$ cat src/rtl/adc_capture_ctrl.sv
// Capture sequencer: gates ADC sample pairs into AXI-Stream packets for the DMA,
// with an AXI-Lite register window for length/count/start/abort and status.
module adc_capture_ctrl #(
  parameter int ADC_WIDTH  = 12,
  parameter int DATA_WIDTH = 32,
  parameter int LEN_WIDTH  = 16
) (
  input  logic                    sys_clk,
  input  logic                    perif_rst_n,
  input  logic                    sample_valid,
  input  logic [ADC_WIDTH-1:0]    sample_a,
  input  logic [ADC_WIDTH-1:0]    sample_b,
  input  logic [7:0]              s_axil_awaddr,
  input  logic                    s_axil_awvalid,
  output logic                    s_axil_awready,
  input  logic [31:0]             s_axil_wdata,
  input  logic                    s_axil_wvalid,
  output logic                    s_axil_wready,
  output logic [1:0]              s_axil_bresp,
  output logic                    s_axil_bvalid,
  input  logic                    s_axil_bready,
  input  logic [7:0]              s_axil_araddr,
  input  logic                    s_axil_arvalid,
  output logic                    s_axil_arready,
  output logic [31:0]             s_axil_rdata,
  output logic [1:0]              s_axil_rresp,
  output logic                    s_axil_rvalid,
  input  logic                    s_axil_rready,
  output logic [DATA_WIDTH-1:0]   m_axis_tdata,
  output logic [DATA_WIDTH/8-1:0] m_axis_tkeep,
  output logic [5:0]              m_axis_tid,
  output logic                    m_axis_tlast,
  output logic                    m_axis_tvalid,
  input  logic                    m_axis_tready,
  output logic                    busy
);

  localparam int HALF = DATA_WIDTH / 2;
  localparam logic [LEN_WIDTH-1:0] ONE = LEN_WIDTH'(1);

  typedef enum logic [1:0] {S_IDLE, S_RUN, S_FLUSH} state_t;

  // register file / AXI-Lite
  logic                 awready_q, bvalid_q, arready_q, rvalid_q;
  logic [31:0]          rdata_q, rd_mux;
  logic                 cont_q, start_p_q, abort_p_q;
  logic [LEN_WIDTH-1:0] pkt_len_q, pkt_cnt_q;
  logic                 wr_en, drop_clr;
  logic [2:0]           stat_clr;

  // capture engine
  state_t               state_q;
  logic                 busy_q, fin_q;
  logic [LEN_WIDTH-1:0] len_l_q, cnt_l_q, beat_idx_q, pkt_ld_q, pkt_done_q;
  logic                 cont_l_q;
  logic                 tvalid_q, tlast_q;
  logic [DATA_WIDTH-1:0] tdata_q, beat_w;
  logic                 done_q, ovf_q, abt_q;
  logic [31:0]          drop_cnt_q;
  logic                 hs, can_load, beat_last, final_pkt, start_ok;

  logic unused_wdata;
  assign unused_wdata = &{1'b0, s_axil_wdata};

  assign s_axil_awready = awready_q;
  assign s_axil_wready  = awready_q;
  assign s_axil_bvalid  = bvalid_q;
  assign s_axil_bresp   = 2'b00;
  assign s_axil_arready = arready_q;
  assign s_axil_rvalid  = rvalid_q;
  assign s_axil_rdata   = rdata_q;
  assign s_axil_rresp   = 2'b00;

  // ready is raised for one cycle; the address/data held by the master are consumed then
  assign wr_en    = awready_q & s_axil_awvalid & s_axil_wvalid;
  assign stat_clr = (wr_en && s_axil_awaddr == 8'h0C) ? s_axil_wdata[3:1] : 3'b000;
  assign drop_clr = wr_en && s_axil_awaddr == 8'h10;

  always_comb begin
    rd_mux = '0;
    case (s_axil_araddr)
      8'h00:   rd_mux[2] = cont_q;
      8'h04:   rd_mux[LEN_WIDTH-1:0] = pkt_len_q;
      8'h08:   rd_mux[LEN_WIDTH-1:0] = pkt_cnt_q;
      8'h0C:   rd_mux[3:0] = {abt_q, ovf_q, done_q, busy_q};
      8'h10:   rd_mux = drop_cnt_q;
      8'h14:   rd_mux[LEN_WIDTH-1:0] = pkt_done_q;
      default: rd_mux = '0;
    endcase
  end

  always_ff @(posedge sys_clk or negedge perif_rst_n) begin
    if (!perif_rst_n) begin
      awready_q <= 1'b0;
      bvalid_q  <= 1'b0;
      arready_q <= 1'b0;
      rvalid_q  <= 1'b0;
      rdata_q   <= '0;
      cont_q    <= 1'b0;
      start_p_q <= 1'b0;
      abort_p_q <= 1'b0;
      pkt_len_q <= LEN_WIDTH'(256);
      pkt_cnt_q <= ONE;
    end else begin
      awready_q <= s_axil_awvalid & s_axil_wvalid & ~awready_q & ~bvalid_q;
      if (awready_q)          bvalid_q <= 1'b1;
      else if (s_axil_bready) bvalid_q <= 1'b0;
      arready_q <= s_axil_arvalid & ~arready_q & ~rvalid_q;
      if (arready_q) begin
        rvalid_q <= 1'b1;
        rdata_q  <= rd_mux;
      end else if (s_axil_rready) begin
        rvalid_q <= 1'b0;
      end
      start_p_q <= 1'b0;
      abort_p_q <= 1'b0;
      if (wr_en) begin
        case (s_axil_awaddr)
          8'h00: begin
            cont_q    <= s_axil_wdata[2];
            start_p_q <= s_axil_wdata[0] & ~s_axil_wdata[1];
            abort_p_q <= s_axil_wdata[1];
          end
          8'h04:   pkt_len_q <= s_axil_wdata[LEN_WIDTH-1:0];
          8'h08:   pkt_cnt_q <= s_axil_wdata[LEN_WIDTH-1:0];
          default: ;
        endcase
      end
    end
  end

  always_comb begin
    beat_w = '0;
    beat_w[ADC_WIDTH-1:0]     = sample_a;
    beat_w[HALF +: ADC_WIDTH] = sample_b;
  end

  assign hs        = tvalid_q & m_axis_tready;
  assign can_load  = ~tvalid_q | m_axis_tready;
  assign beat_last = beat_idx_q == (len_l_q - ONE);
  assign final_pkt = ~cont_l_q & (pkt_ld_q == (cnt_l_q - ONE));
  assign start_ok  = start_p_q & (pkt_len_q != '0) & (cont_q | (pkt_cnt_q != '0));

  always_ff @(posedge sys_clk or negedge perif_rst_n) begin
    if (!perif_rst_n) begin
      state_q    <= S_IDLE;
      busy_q     <= 1'b0;
      fin_q      <= 1'b0;
      len_l_q    <= '0;
      cnt_l_q    <= '0;
      cont_l_q   <= 1'b0;
      beat_idx_q <= '0;
      pkt_ld_q   <= '0;
      pkt_done_q <= '0;
      tvalid_q   <= 1'b0;
      tlast_q    <= 1'b0;
      tdata_q    <= '0;
      done_q     <= 1'b0;
      ovf_q      <= 1'b0;
      abt_q      <= 1'b0;
      drop_cnt_q <= '0;
    end else begin
      if (hs)           tvalid_q   <= 1'b0;
      if (hs & tlast_q) pkt_done_q <= pkt_done_q + ONE;
      done_q <= done_q & ~stat_clr[0];
      ovf_q  <= ovf_q  & ~stat_clr[1];
      abt_q  <= abt_q  & ~stat_clr[2];
      if (drop_clr) drop_cnt_q <= '0;
      case (state_q)
        S_IDLE: begin
          if (start_ok) begin
            state_q    <= S_RUN;
            busy_q     <= 1'b1;
            fin_q      <= 1'b0;
            len_l_q    <= pkt_len_q;
            cnt_l_q    <= pkt_cnt_q;
            cont_l_q   <= cont_q;
            beat_idx_q <= '0;
            pkt_ld_q   <= '0;
            pkt_done_q <= '0;
          end
        end
        S_RUN: begin
          if (abort_p_q) begin
            // packet boundary with nothing left to send: no padding needed
            if (beat_idx_q == '0 && can_load) begin
              state_q <= S_IDLE;
              busy_q  <= 1'b0;
              abt_q   <= 1'b1;
              done_q  <= 1'b1;
            end else begin
              state_q <= S_FLUSH;
            end
          end else if (fin_q) begin
            if (hs) begin
              state_q <= S_IDLE;
              busy_q  <= 1'b0;
              done_q  <= 1'b1;
            end
          end else if (sample_valid) begin
            if (can_load) begin
              tvalid_q <= 1'b1;
              tdata_q  <= beat_w;
              tlast_q  <= beat_last;
              if (beat_last) begin
                beat_idx_q <= '0;
                pkt_ld_q   <= pkt_ld_q + ONE;
                if (final_pkt) fin_q <= 1'b1;
              end else begin
                beat_idx_q <= beat_idx_q + ONE;
              end
            end else begin
              if (drop_cnt_q != '1) drop_cnt_q <= drop_cnt_q + 32'd1;
              ovf_q <= 1'b1;
            end
          end
        end
        S_FLUSH: begin
          if (can_load) begin
            if (beat_idx_q == '0) begin
              state_q <= S_IDLE;
              busy_q  <= 1'b0;
              abt_q   <= 1'b1;
              done_q  <= 1'b1;
            end else begin
              // zero-fill the open packet so the DMA sees a complete length
              tvalid_q   <= 1'b1;
              tdata_q    <= '0;
              tlast_q    <= beat_last;
              beat_idx_q <= beat_last ? '0 : beat_idx_q + ONE;
            end
          end
        end
        default: state_q <= S_IDLE;
      endcase
    end
  end

  assign m_axis_tdata  = tdata_q;
  assign m_axis_tvalid = tvalid_q;
  assign m_axis_tlast  = tlast_q;
  assign m_axis_tkeep  = '1;
  assign m_axis_tid    = 6'd0;
  assign busy          = busy_q;

endmodule

$ cat config.mk
export PLATFORM = sky130hd
export DESIGN_NAME = adc_capture_ctrl
export DESIGN_NICKNAME = d
export VERILOG_FILES = /design/src/rtl/adc_capture_ctrl.sv
export SDC_FILE = /design/constraint.sdc
export NUM_CORES = 1
export LEC_CHECK = 0
export BUFFER_PORTS_ARGS = -buffer_cell sky130_fd_sc_hd__buf_2
export CAP_MARGIN = 15
export CORE_ASPECT_RATIO = 0.75
export CORE_MARGIN = 4
export CORE_UTILIZATION = 55
export CTS_BUF_LIST = sky130_fd_sc_hd__clkbuf_8 sky130_fd_sc_hd__clkbuf_16
export DETAILED_ROUTE_END_ITERATION = 6
export PLACE_DENSITY = 0.82
export REMOVE_ABC_BUFFERS = 1
export SYNTH_ARGS = -nofsm -noshare
export SYNTH_HDL_FRONTEND = slang
export SYNTH_SLANG_ARGS = --single-unit
$ cat constraint.sdc
create_clock -name sys_clk -period 3.46 [get_ports sys_clk]
set_input_delay 0.346 -clock sys_clk [delete_from_list [all_inputs] [get_ports sys_clk]]
set_output_delay 0.346 -clock sys_clk [all_outputs]
set_load 0.01 [all_outputs]
; ---- Yosys cells after proc, flatten, opt, wreduce, memory -nomap -nowiden
; Cells that the tools add are included.
[word_totals]
ff_bits = 225
elab_cells = 212
output_inout_bits = 86
[classes]
n_mux = 102
add_sub_neg = 6
bitwise_logic = 28
n_eq_ne = 26
reduce_logical = 24
[op_table]
columns = cell, n
row1 = $mux W32, 13
row2 = $mux W16, 17
row3 = $pmux W32 S2, 1
row4 = $mux W1, 50
row5 = $add A16 B1 Y16 const B, 3
row6 = $pmux W12 S4, 1
row7 = $pmux W16 S3, 1
row8 = $add A32 B1 Y32 const B, 1
row9 = $eq A16 B16 Y1, 2
row10 = $eq A8 B4 Y1 const B, 4
row11 = $ne A32 B32 Y1 const B, 1
row12 = $pmux W16 S2, 1
row13 = $reduce_bool A16 Y1, 2
row14 = $sub A16 B1 Y16 const B, 2
row15 = $eq A8 B5 Y1 const B, 3
row16 = $reduce_and A7 Y1, 3
row17 = $ne A2 B2 Y1 const B, 9
row18 = $and A1 B1 Y1, 16
row19 = $eq A8 B3 Y1 const B, 2
row20 = $logic_not A16 Y1, 1
row21 = $logic_not A8 Y1, 2
row22 = $mux W2, 7
row23 = $not A1 Y1, 10
row24 = $pmux W1 S2, 5
row25 = other kinds (18), 29

; ---- Longest topological paths before layout
; Gate-level depths: netlist (run 1).
[depth]
word_depth = 11
mapped_depth = 12
ltp_nobuf = 10

; ---- Worst setup path before layout (run 1)
; No wires, ideal clock.
[synth_path]
path_type = reg-to-reg
from = register len_l_q[0]
to = register pkt_ld_q[12]
setup_time_ns = 0.078
stages_incl_launch_ff = 9
path_buffers = 1
setup_slack_ns = 0.642
arrival_ns = 2.740
t_required_ns = 3.382
period_less_slack_ns = 2.818
path_cell_list = dfrtp_1 > or4_1 > or3_1 > a2111o_1 > nor4_2 > nand4_2 > buf_2 > or3_1 > a21oi_1
[synth_via]
elab_chain_cells = 4
[synth_lines]
columns = item, line_no
row1 = from (decl), 54  ; logic [LEN_WIDTH-1:0] len_l_q, cnt_l_q, beat_idx_q, pkt_ld_q, pkt_done_q;
row2 = from (signal assigned), 175  ; len_l_q <= pkt_len_q;
row3 = $sub A16 B1 Y16, 140  ; assign beat_last = beat_idx_q == (len_l_q - ONE);
row4 = $eq A16 B16 Y1, 140
row5 = $ne A2 B2 Y1 (no source line), -
row6 = $reduce_and A7 Y1 (no source line), -
row7 = to (signal assigned), 207  ; pkt_ld_q <= pkt_ld_q + ONE;
row8 = to (decl), 54
; No other way between the ends.
; A chain may end at the register's enable or synchronous reset.

; ---- Worst setup path after layout (run 1)
[layout_path]
from = register len_l_q[0]
to = register pkt_ld_q[6]
; Same word-level chain as after synthesis.

==> flow_metrics.py, run 1 <==
metrics = {
    "run_status": {
        "status": "completed",
    },
    "floorplan": {
        "core-area_mm2": 0.0203,
        "std_cell_rows": 45,
        "boundaryPins": 167,
        "dieHeight_um": 132,
        "start_util_pct": 55.9,
        "fp.dieArea_mm2": 0.0230,
        "die_x_um": 174,
    },
    "critical_path": {
        "path_max_fanout": 13,
        "crit_required_ns": 3.88,
        "arrival_ns": 3.53,
        "critPathCaptureType": "flop",
        "worst_setup_path_start_kind": "flop",
        "critPathKind": "flop to flop",
    },
    "logic_synthesis": {
        "synthCells": 1168,
        "synth_warnings": 0,
        "synth-edff-count": 0,
        "ys_seq_elements": 217,
        "synth_cell_type_count": 72,
        "synthArstFlopShare_pct": 100,
        "synth_top_area_share_pct": 47.4,
        "synth_seq_area_share_pct": 47.9,
        "netlist_top_cells_area": "dfrtp_1 (47%), mux2_2 (6.2%), o21ai_0 (3.8%)",
        "yosysMostFrequentCell": "dfrtp_1",
        "yosys-top-cells-count": "dfrtp_1 (215), o21ai_0 (86), nor2_1 (85), nand2_1 (84), mux2_2 (62)",
        "yosysTopAreaCell": "dfrtp_1",
        "postSynthAreaPerCell_um2": 9.71,
        "netlist_area_mm2": 0.0113,
        "synthFlopType": "dfrtp_1",
    },
    "sta": {
        "fmax_mhz": 321,
        "finClkSkew_ns": 0.0243,
        "finalHoldViolations": 0,
        "rsz0062_at_grt": "no",
        "fin_setup_tns_ns": 0,
        "worst_slew_pin_slew_ns": 0.984,
        "fin_crit_sh_pct": 89.9,
        "finalCriticalPeriod_ns": 3.11,
        "slew_headroom_pct": 34.1,
        "slew_violations": 0,
        "setup_viol": 0,
    },
    "min_path": {
        "hp-class": "primary input to flop",
    },
    "drt": {
        "routed_wl_um": 30300,
        "drt_iter0_drc": 1166,
        "route.detailed.drc": 0,
        "wl_per_cell_um": 19.5,
        "dr.pass1.iters": 6,
        "vias_per_cell": 6.21,
        "dr_total_vias": 9674,
        "ant_nets": 0,
    },
    "run": {
        "max-cap-violations": 0,
    },
    "cts": {
        "tritoncts": "yes",
        "post-cts-setup-buffers": 0,
        "cts-htree-levels": 1,
        "cts_made_buffers": 22,
        "clock_path_buffers": 3,
        "root_buffer": "clkbuf_16",
        "clock_latency_ns": 0.52,
        "clkTransAtPathRegs_ns": 0.06,
        "cts_sinks": 217,
    },
    "finish": {
        "antenna-diode-count": 0,
        "ff_latch_area_mm2": 0.00543,
        "stdcell_area_mm2": 0.0131,
        "fin_nets": 1376,
        "multi_input_area_mm2": 0.00539,
        "drive_gt1_share_pct": 20.8,
        "final_util_pct": 64.5,
        "syn_to_final_growth_pct": 15.3,
        "nFillCells": 1570,
        "final_cells": 1557,
    },
    "placement": {
        "dpl.hpwl_um": 21600,
        "portBuffers": 128,
        "place_inst": 1517,
        "place_area_mm2": 0.0122,
        "gp_congestion": 0.930,
    },
    "power_and_ir_drop": {
        "p_per_area_mw_per_mm2": 454,
        "power.total_uw": 5940,
        "irDropWorstVdd_mv": 0.391,
        "p_leak_uw": 0.00619,
    },
    "global_routing": {
        "antenna_found_initial": 1,
        "grt_max_degree": 82,
        "first_global_vias": 9013,
        "grt_util_all_layers_pct": 25.8,
        "grt_pass1_wl_um": 49000,
        "grt_overflow": 0,
    },
}
## area by class of cell
cell class,count,area share [%]
clock buffers,24,4.42
clock inverters,15,1.84
inverters,59,1.69
multi-input cells,830,41.2
flip-flops and latches,217,41.5
well taps,258,2.47
repair buffers,154,6.83
## logic make-up after synthesis
kind of cell	Yosys count	synth area share, %
AOI/OAI and AO/OA	269	15.4
other	2	0.0662
DFF	217	47.9
adders and majority gates	11	1.21
and+or+nand+nor	392	18.0
muxes	67	6.60
xor gates and xnor gates	69	5.33
buffers and inverters	141	5.46
## worst max-delay path, cell delays in order, from the launching register on
cell and delay, ns:
dfrtp_1 0.44, or4_1 0.55, or3_1 0.32, a2111o_1 0.47, nor4_2 0.34, nand4_2 0.19
buf_4 0.23, or3_1 0.34, a21oi_1 0.15
## repair_timing
action / CTS / global route
resized for setup: 0 / 0
hold buffers: 1 / 0
hold endpoints to repair: 79 / 0
## where the power goes
part / total [µW] / switching [µW] / internal (µW)
Sequential: 2690 / 86.4 / 2600
Combinational: 565 / 362 / 203
Clock: 2690 / 1030 / 1660
## metal layers
layer	vias up	part of all wire (%)	global-route usage [%]	wire, µm
li1	4398	-	-	-
met2	505	44	38.5	13300
met4	2	1.8	5.10	554
met5	-	0.043	0	13
met3	63	9.4	4.90	2850
met1	4706	45	39.8	13600
## flip-flops by register name (all words and copies together), names as in the netlist, 2 cells and up
register / flops
s_axil_rdata: 32
pkt_len_q: 16
drop_cnt_q: 32
pkt_done_q: 16
beat_idx_q: 16
cnt_l_q: 16
pkt_ld_q: 16
pkt_cnt_q: 16
len_l_q: 16
m_axis_tdata: 24
state_q: 2
## placed cells by master (no fill, tap or decap), drive strengths merged, types with 4 or more instances in the layout
cell type | Yosys | layout
mux2 | 62 | 62
a31oi | 14 | 14
mux2i | 5 | 5
bufinv | 0 | 6
o22ai | 22 | 22
and2 | 9 | 9
or2 | 4 | 4
conb | 2 | 22
o211ai | 5 | 5
nand3 | 55 | 55
a222oi | 12 | 12
and3 | 21 | 21
nor4 | 20 | 20
nor2 | 85 | 85
or4 | 10 | 10
or3 | 16 | 16
xor2 | 32 | 32
a21boi | 14 | 14
nand2 | 84 | 84
a22o | 25 | 25
clkbuf | 55 | 24
buf | 27 | 153
a21o | 4 | 4
nand2b | 9 | 9
nor3 | 24 | 24
nand4 | 23 | 23
nand3b | 6 | 6
dfrtp | 215 | 215
inv | 59 | 62
a41oi | 4 | 4
ha | 11 | 11
nor2b | 8 | 8
a21oi | 46 | 46
o21ai | 87 | 87
xnor2 | 37 | 37
## per-stage QoR
step | hold slack, ns | worst slack [ns]
after global placement | 0.385 | 0.437
final | 0.0551 | 0.348
after global routing | 0.0490 | 0.112
after floorplan | 0.0504 | -0.772
after CTS | 0.0436 | 0.350
after detailed placement | 0.392 | 0.385
## worst paths after layout
check,from,to,slack [ns],cells past startpoint
max,len_l_q[0]$_DFFE_PN0P_,pkt_ld_q[6]$_DFFE_PN0P_,0.35,8
min,sample_a[0],m_axis_tdata[0]$_DFFE_PN0P_,0.06,2
max reg2reg,len_l_q[0]$_DFFE_PN0P_,pkt_ld_q[6]$_DFFE_PN0P_,0.35,8
min reg2reg,s_axil_rvalid$_DFFE_PN0P_,s_axil_arready$_DFF_PN0_,0.46,1
max in group asynchronous,perif_rst_n,pkt_cnt_q[0]$_DFFE_PN1P_,2.19,3
min in group asynchronous,perif_rst_n,pkt_cnt_q[14]$_DFFE_PN0P_,0.39,2
Note: power is estimated with default switching activity, not from simulation.
==> inputs of run 2 (changes only) <==
--- a/config.mk
+++ b/config.mk
@@ -9,10 +9,10 @@
 export CAP_MARGIN = 15
 export CORE_ASPECT_RATIO = 0.75
 export CORE_MARGIN = 4
-export CORE_UTILIZATION = 55
+export CORE_UTILIZATION = 45
 export CTS_BUF_LIST = sky130_fd_sc_hd__clkbuf_8 sky130_fd_sc_hd__clkbuf_16
 export DETAILED_ROUTE_END_ITERATION = 6
-export PLACE_DENSITY = 0.82
+export PLACE_DENSITY = 0.73
 export REMOVE_ABC_BUFFERS = 1
 export SYNTH_ARGS = -nofsm -noshare
 export SYNTH_HDL_FRONTEND = slang
==> constraint.sdc (replaced) <==
create_clock -name sys_clk -period 2.75 [get_ports sys_clk]
set_input_delay 0.275 -clock sys_clk [delete_from_list [all_inputs] [get_ports sys_clk]]
set_output_delay 0.275 -clock sys_clk [all_outputs]
set_load 0.01 [all_outputs]
==> flow_metrics.py, run 2 (synthesis results as in run 1) <==
metrics = {
    "sta": {
        "worst_slew_pin_slew_ns": 0.833,
        "finClkSkew_ns": 0.0240,
        "setup_viol": 14,
        "finalHoldViolations": 0,
        "slew_violations": 0,
        "fin_crit_sh_pct": 103,
        "finalHoldWorstSlack_ns": 0.0126,
        "slew_headroom_pct": 44.4,
        "fin_ws_ns": -0.0866,
        "rsz0062_at_grt": "yes",
        "fmax_mhz": 353,
        "finalCriticalPeriod_ns": 2.84,
    },
    "cts": {
        "clock_latency_ns": 0.52,
        "cts-htree-levels": 1,
        "clock_path_buffers": 3,
        "cts_sinks": 217,
        "tritoncts": "yes",
        "root_buffer": "clkbuf_16",
        "clkTransAtPathRegs_ns": 0.06,
        "cts_made_buffers": 23,
    },
    "placement": {
        "dpl.hpwl_um": 23100,
        "place_area_mm2": 0.0129,
        "portBuffers": 128,
        "gp_congestion": 0.916,
    },
    "drt": {
        "routed_wl_um": 32200,
        "dr_total_vias": 9969,
        "drt_iter0_drc": 945,
        "dr.pass1.iters": 6,
        "wl_per_cell_um": 18.4,
        "ant_nets": 0,
        "vias_per_cell": 5.72,
        "route.detailed.drc": 0,
    },
    "min_path": {
        "whs_endpoint": "pkt_cnt_q[12]$_DFFE_PN0P_",
        "hp-class": "primary input to flop",
        "min_delay_path_depth": 2,
        "min_from": "s_axil_wdata[12]",
    },
    "power_and_ir_drop": {
        "irDropWorstVdd_mv": 0.386,
        "p_per_area_mw_per_mm2": 522,
        "p_leak_uw": 0.00673,
        "power.total_uw": 7410,
    },
    "critical_path": {
        "r2r_slack_ns": -0.09,
        "worstReg2RegEnd": "pkt_ld_q[9]$_DFFE_PN0P_",
        "arrival_ns": 3.22,
        "path_max_fanout": 6,
        "critPathSlowestCell": "or4_4",
        "crit_chain": "or4_4 -> or3_1 -> a2111o_1 -> nor2_2 -> and3_4 -> nand4_4 -> buf_6 -> o21a_1 -> o22a_1",
        "worst_setup_path_start_kind": "flop",
        "critPathKind": "flop to flop",
        "r2r_cells": 9,
        "slowest_delay_ns": 0.55,
        "crit_required_ns": 3.14,
        "critPathCaptureType": "flop",
        "rr_startpoint": "len_l_q[3]$_DFFE_PN0P_",
    },
    "finish": {
        "fin_nets": 1480,
        "drive_gt1_share_pct": 27.6,
        "antenna-diode-count": 0,
        "final_cell_mix": "dfrtp_1 (215), buf_2 (127), buf_4 (96), nand2_1 (84), o21ai_0 (83)",
        "final_util_pct": 57.0,
        "stdcell_area_mm2": 0.0142,
        "syn_to_final_growth_pct": 25.1,
        "layout_commonest_cell": "dfrtp_1",
    },
    "floorplan": {
        "die_x_um": 191,
        "std_cell_rows": 50,
        "fp.dieArea_mm2": 0.0278,
        "dieHeight_um": 145,
        "core-area_mm2": 0.0249,
        "boundaryPins": 167,
        "start_util_pct": 45.5,
    },
    "global_routing": {
        "grt_pass1_wl_um": 51400,
        "first_global_vias": 9562,
        "antenna_found_initial": 1,
        "grt_util_all_layers_pct": 22.3,
        "grt_max_degree": 85,
        "grt_overflow": 0,
    },
    "run": {
        "max-cap-violations": 0,
    },
    "run_status": {
        "violations": "setup timing",
        "status": "finished with violations",
    },
}
run 2: power by group:
part	total, µW	switching, µW	internal, µW
logic	908	532	376
registers	3360	84.4	3270
clock network	3150	1310	1840
run 2: what timing repair did:
item	4_1_cts	5_1_grt
gates cloned	1	1
pin swaps	24	13
gates resized for setup	14	45
hold buffers	26	0
hold endpoints to repair	100	0
setup endpoints to repair	29	48
setup buffers	2	1
run 2: stage by stage:
| step | TNS, ns | worst slack, ns | instances |
|---|---|---|---|
| final | -0.819 | -0.0866 | 1743 |
| after global routing | -2.17 | -0.178 | 1743 |
| after CTS | -0.383 | -0.0735 | 1742 |
| after detailed placement | -2.55 | -0.261 | 1671 |
| after global placement | -1.22 | -0.167 | 1671 |
| after floorplan | -31.62 | -1.48 | 1106 |
run 2: metal layers:
metal | vias to the layer above | routed length (µm) | track usage, %
li1 | 4616 | - | -
met1 | 4870 | 15000 | 34.6
met2 | 416 | 14000 | 32.7
met3 | 65 | 2430 | 4.17
met4 | 2 | 694 | 4.59
met5 | - | 11 | 0
run 2: final cells by class:
class | instances | area, µm²
inverter | 59 | 221
multi-input combinational | 830 | 5620
sequential | 217 | 5430
tap | 338 | 423
clock buffer | 24 | 589
fill | 2121 | 10700
timing repair buffer | 257 | 1730
clock inverter | 18 | 171
run 2: how the worst max path moves through the flow:
stage	startpoint	to	slack, ns	cells after the start
2_1_floorplan	drop_cnt_q[0]$_DFF_PN0_	drop_cnt_q[11]$_DFF_PN0_	-1.48	8
3_3_place_gp	len_l_q[1]$_DFFE_PN0P_	pkt_ld_q[4]$_DFFE_PN0P_	-0.17	8
3_5_place_dp	len_l_q[1]$_DFFE_PN0P_	pkt_ld_q[4]$_DFFE_PN0P_	-0.26	8
4_1_cts	len_l_q[3]$_DFFE_PN0P_	pkt_ld_q[10]$_DFFE_PN0P_	-0.07	7
5_1_grt	len_l_q[3]$_DFFE_PN0P_	pkt_ld_q[11]$_DFFE_PN0P_	-0.18	8
6_report	len_l_q[3]$_DFFE_PN0P_	pkt_ld_q[9]$_DFFE_PN0P_	-0.09	9
run 2: worst max-delay path: cells and delay by family, from the launching register on:
| kind | cells | cell delay [ns] |
|---|---|---|
| AND/OR/NAND/NOR | 5 | 1.41 |
| AO/OA/AOI/OAI | 3 | 0.76 |
| flip-flops | 1 | 0.38 |
| buffers and inverters | 1 | 0.17 |
==> inputs of run 3 (changes only) <==
--- a/config.mk
+++ b/config.mk
@@ -5,6 +5,7 @@
 export SDC_FILE = /design/constraint.sdc
 export NUM_CORES = 1
 export LEC_CHECK = 0
+export ABC_AREA = 1
 export BUFFER_PORTS_ARGS = -buffer_cell sky130_fd_sc_hd__buf_2
 export CAP_MARGIN = 15
 export CORE_ASPECT_RATIO = 0.75
@@ -12,7 +13,7 @@
 export CORE_UTILIZATION = 45
 export CTS_BUF_LIST = sky130_fd_sc_hd__clkbuf_8 sky130_fd_sc_hd__clkbuf_16
 export DETAILED_ROUTE_END_ITERATION = 6
-export PLACE_DENSITY = 0.73
+export PLACE_DENSITY = 0.72
 export REMOVE_ABC_BUFFERS = 1
 export SYNTH_ARGS = -nofsm -noshare
 export SYNTH_HDL_FRONTEND = slang
==> flow_metrics.py, run 3 <==
metrics = {
    "placement": {
        "dpl_worst_slack_ns": 0.291,
        "portBuffers": 128,
        "dpl.hpwl_um": 26900,
        "gp_congestion": 0.955,
    },
    "sta": {
        "fin_crit_sh_pct": 91.1,
        "finClkSkew_ns": 0.0218,
        "setup_viol": 0,
        "fin_setup_tns_ns": 0,
        "slew_headroom_pct": 35.7,
        "rsz0062_at_grt": "no",
        "fin_ws_ns": 0.245,
        "slew_violations": 0,
        "finalCriticalPeriod_ns": 2.51,
        "fmax_mhz": 399,
        "worst_slew_pin_slew_ns": 0.965,
        "finalHoldViolations": 0,
    },
    "drt": {
        "dr.max_layer_used": "met4",
        "route.detailed.drc": 0,
        "met2_length_um": 15600,
        "wl_per_cell_um": 16.9,
        "drt_iter0_drc": 993,
        "wl_met1_um": 17300,
        "routed_wl_um": 37000,
        "dr_total_vias": 11700,
        "wl_met3_um": 3270,
        "ant_nets": 0,
        "dr.pass1.iters": 5,
        "vias_per_cell": 5.37,
    },
    "cts": {
        "root_buffer": "clkbuf_16",
        "post-cts-setup-buffers": 0,
        "cts_sinks": 217,
        "clock_path_buffers": 3,
        "clkTransAtPathRegs_ns": 0.06,
        "cts_made_buffers": 25,
        "post_cts_resized": 0,
        "tritoncts": "yes",
        "clock_latency_ns": 0.53,
        "cts-htree-levels": 1,
    },
    "finish": {
        "antenna-diode-count": 0,
        "drive_gt1_share_pct": 12.7,
        "final_cell_mix": "nand2_1 (444), dfrtp_1 (215), inv_1 (194), nor2_1 (166), o21ai_0 (138)",
        "syn_to_final_growth_pct": 17.5,
        "fin_nets": 1912,
        "layout_commonest_cell": "nand2_1",
    },
    "run_status": {
        "status": "completed",
    },
    "logic_synthesis": {
        "netlist_top_cells_area": "dfrtp_1 (44%), nand2_1 (14%), inv_1 (5.9%)",
        "netlist_area_mm2": 0.0123,
        "yosys-top-cells-count": "nand2_1 (444), dfrtp_1 (215), inv_1 (194), nor2_1 (167), o21ai_0 (138)",
        "synth_seq_area_share_pct": 44.0,
        "synth_warnings": 0,
        "synth_cell_type_count": 50,
        "synth_top_area_share_pct": 43.6,
        "synthArstFlopShare_pct": 100,
        "synthCells": 1662,
        "synthFlopType": "dfrtp_1",
        "postSynthAreaPerCell_um2": 7.43,
        "ys_seq_elements": 217,
        "yosysMostFrequentCell": "nand2_1",
        "yosysTopAreaCell": "dfrtp_1",
        "synth-edff-count": 0,
    },
    "global_routing": {
        "grt_overflow": 0,
        "first_global_vias": 11100,
        "grt_pass1_wl_um": 59300,
        "antenna_found_initial": 0,
        "grt_util_all_layers_pct": 24.3,
        "grt_max_degree": 71,
    },
    "min_path": {
        "hp-class": "primary input to flop",
    },
    "power_and_ir_drop": {
        "p_leak_uw": 0.00747,
        "p_per_area_mw_per_mm2": 719,
        "irDropWorstVdd_mv": 0.483,
    },
    "critical_path": {
        "worst_setup_path_start_kind": "flop",
        "critPathCaptureType": "flop",
        "crit_required_ns": 3.20,
        "arrival_ns": 2.96,
        "critPathKind": "flop to flop",
        "path_max_fanout": 13,
    },
    "floorplan": {
        "die_x_um": 199,
        "dieHeight_um": 151,
        "fp.dieArea_mm2": 0.0302,
        "core-area_mm2": 0.0270,
        "boundaryPins": 167,
        "start_util_pct": 45.7,
        "std_cell_rows": 52,
    },
    "run": {
        "max-cap-violations": 0,
    },
}
[run 3: changes by cell type in the layout (fill, tap and decap cells not counted), sizes merged, moves of 20 or more]
cell,change
a22o,-24
nand3,+73
nor3,+27
and3,-20
nand2,+366
mux2,-62
xnor2,-22
buf,-78
nor2,+91
inv,+139
o21ai,+54
a21oi,-22
[run 3: logic make-up after synthesis]
kind of cell	after synthesis	synth area share, %
flip-flops	217	44.0
other	2	0.0609
AO/OA/AOI/OAI	230	10.8
buffers and inverters	275	9.22
XOR/XNOR	64	4.54
AND/OR/NAND/NOR	863	30.3
adder cells (fa/ha/maj)	11	1.12
[run 3: per-stage QoR]
stage	hold slack, ns	utilization (%)	std cells	power, µW	cell area (µm²)
2_1_floorplan	-0.0206	-	1609	5790	12000
3_3_place_gp	0.276	49.4	2113	6900	13300
3_5_place_dp	0.283	49.4	2113	6970	13300
4_1_cts	0.00850	53.7	2187	10400	14500
5_1_grt	0.0389	53.7	2187	11000	14500
6_report	0.0214	53.7	2187	10400	14500
[run 3: worst paths after layout]
path | startpoint | end | slack [ns] | cells after the start
worst min-delay path | s_axil_wdata[13] | pkt_cnt_q[13]$_DFFE_PN0P_ | 0.02 | 3
max in group asynchronous | perif_rst_n | pkt_len_q[8]$_DFFE_PN1P_ | 1.61 | 3
worst min register to register | s_axil_rvalid$_DFFE_PN0P_ | s_axil_arready$_DFF_PN0_ | 0.44 | 1
min in group asynchronous | perif_rst_n | m_axis_tdata[19]$_DFFE_PN0P_ | 0.32 | 2
worst max-delay path | abort_p_q$_DFF_PN0_ | drop_cnt_q[30]$_DFF_PN0_ | 0.24 | 11
worst max register to register | abort_p_q$_DFF_PN0_ | drop_cnt_q[30]$_DFF_PN0_ | 0.24 | 11
[run 3: power by group]
| group | switching (µW) | leakage, µW | internal, µW |
|---|---|---|---|
| clock | 1340 | 0.000426 | 2080 |
| sequential | 407 | 0.00290 | 3610 |
| combinational | 2050 | 0.00415 | 941 |
[run 3: cell type report]
type	instances	area [µm²]
clock inverter	9	96.3
inverter	202	758
fill	2542	12500
timing repair buffer	184	1170
tap	351	439
clock buffer	34	749
multi-input combinational	1190	5850
sequential	217	5430
[run 3: timing repair]
| action | in CTS | in global routing |
|---|---|---|
| endpoints found under the hold margin | 95 | 0 |
| hold buffers | 31 | 0 |
| endpoints found under the setup margin | 0 | 0 |
[run 3: metal layers]
metal	vias to the layer above	global-route usage (%)
li1	5660	-
met1	5565	36.7
met5	-	0
met3	58	5.51
met2	454	35.8
met4	0	5.60
[run 3: critical path, stage by stage, from the launching register on]
cell and delay, ns:
dfrtp_1 0.43, nor2_1 0.32, inv_2 0.12, nor2_4 0.27, inv_1 0.16, nor2_4 0.29
inv_2 0.19, nand2_1 0.25, inv_1 0.14, o21ai_1 0.13, o21ai_0 0.09, inv_1 0.06
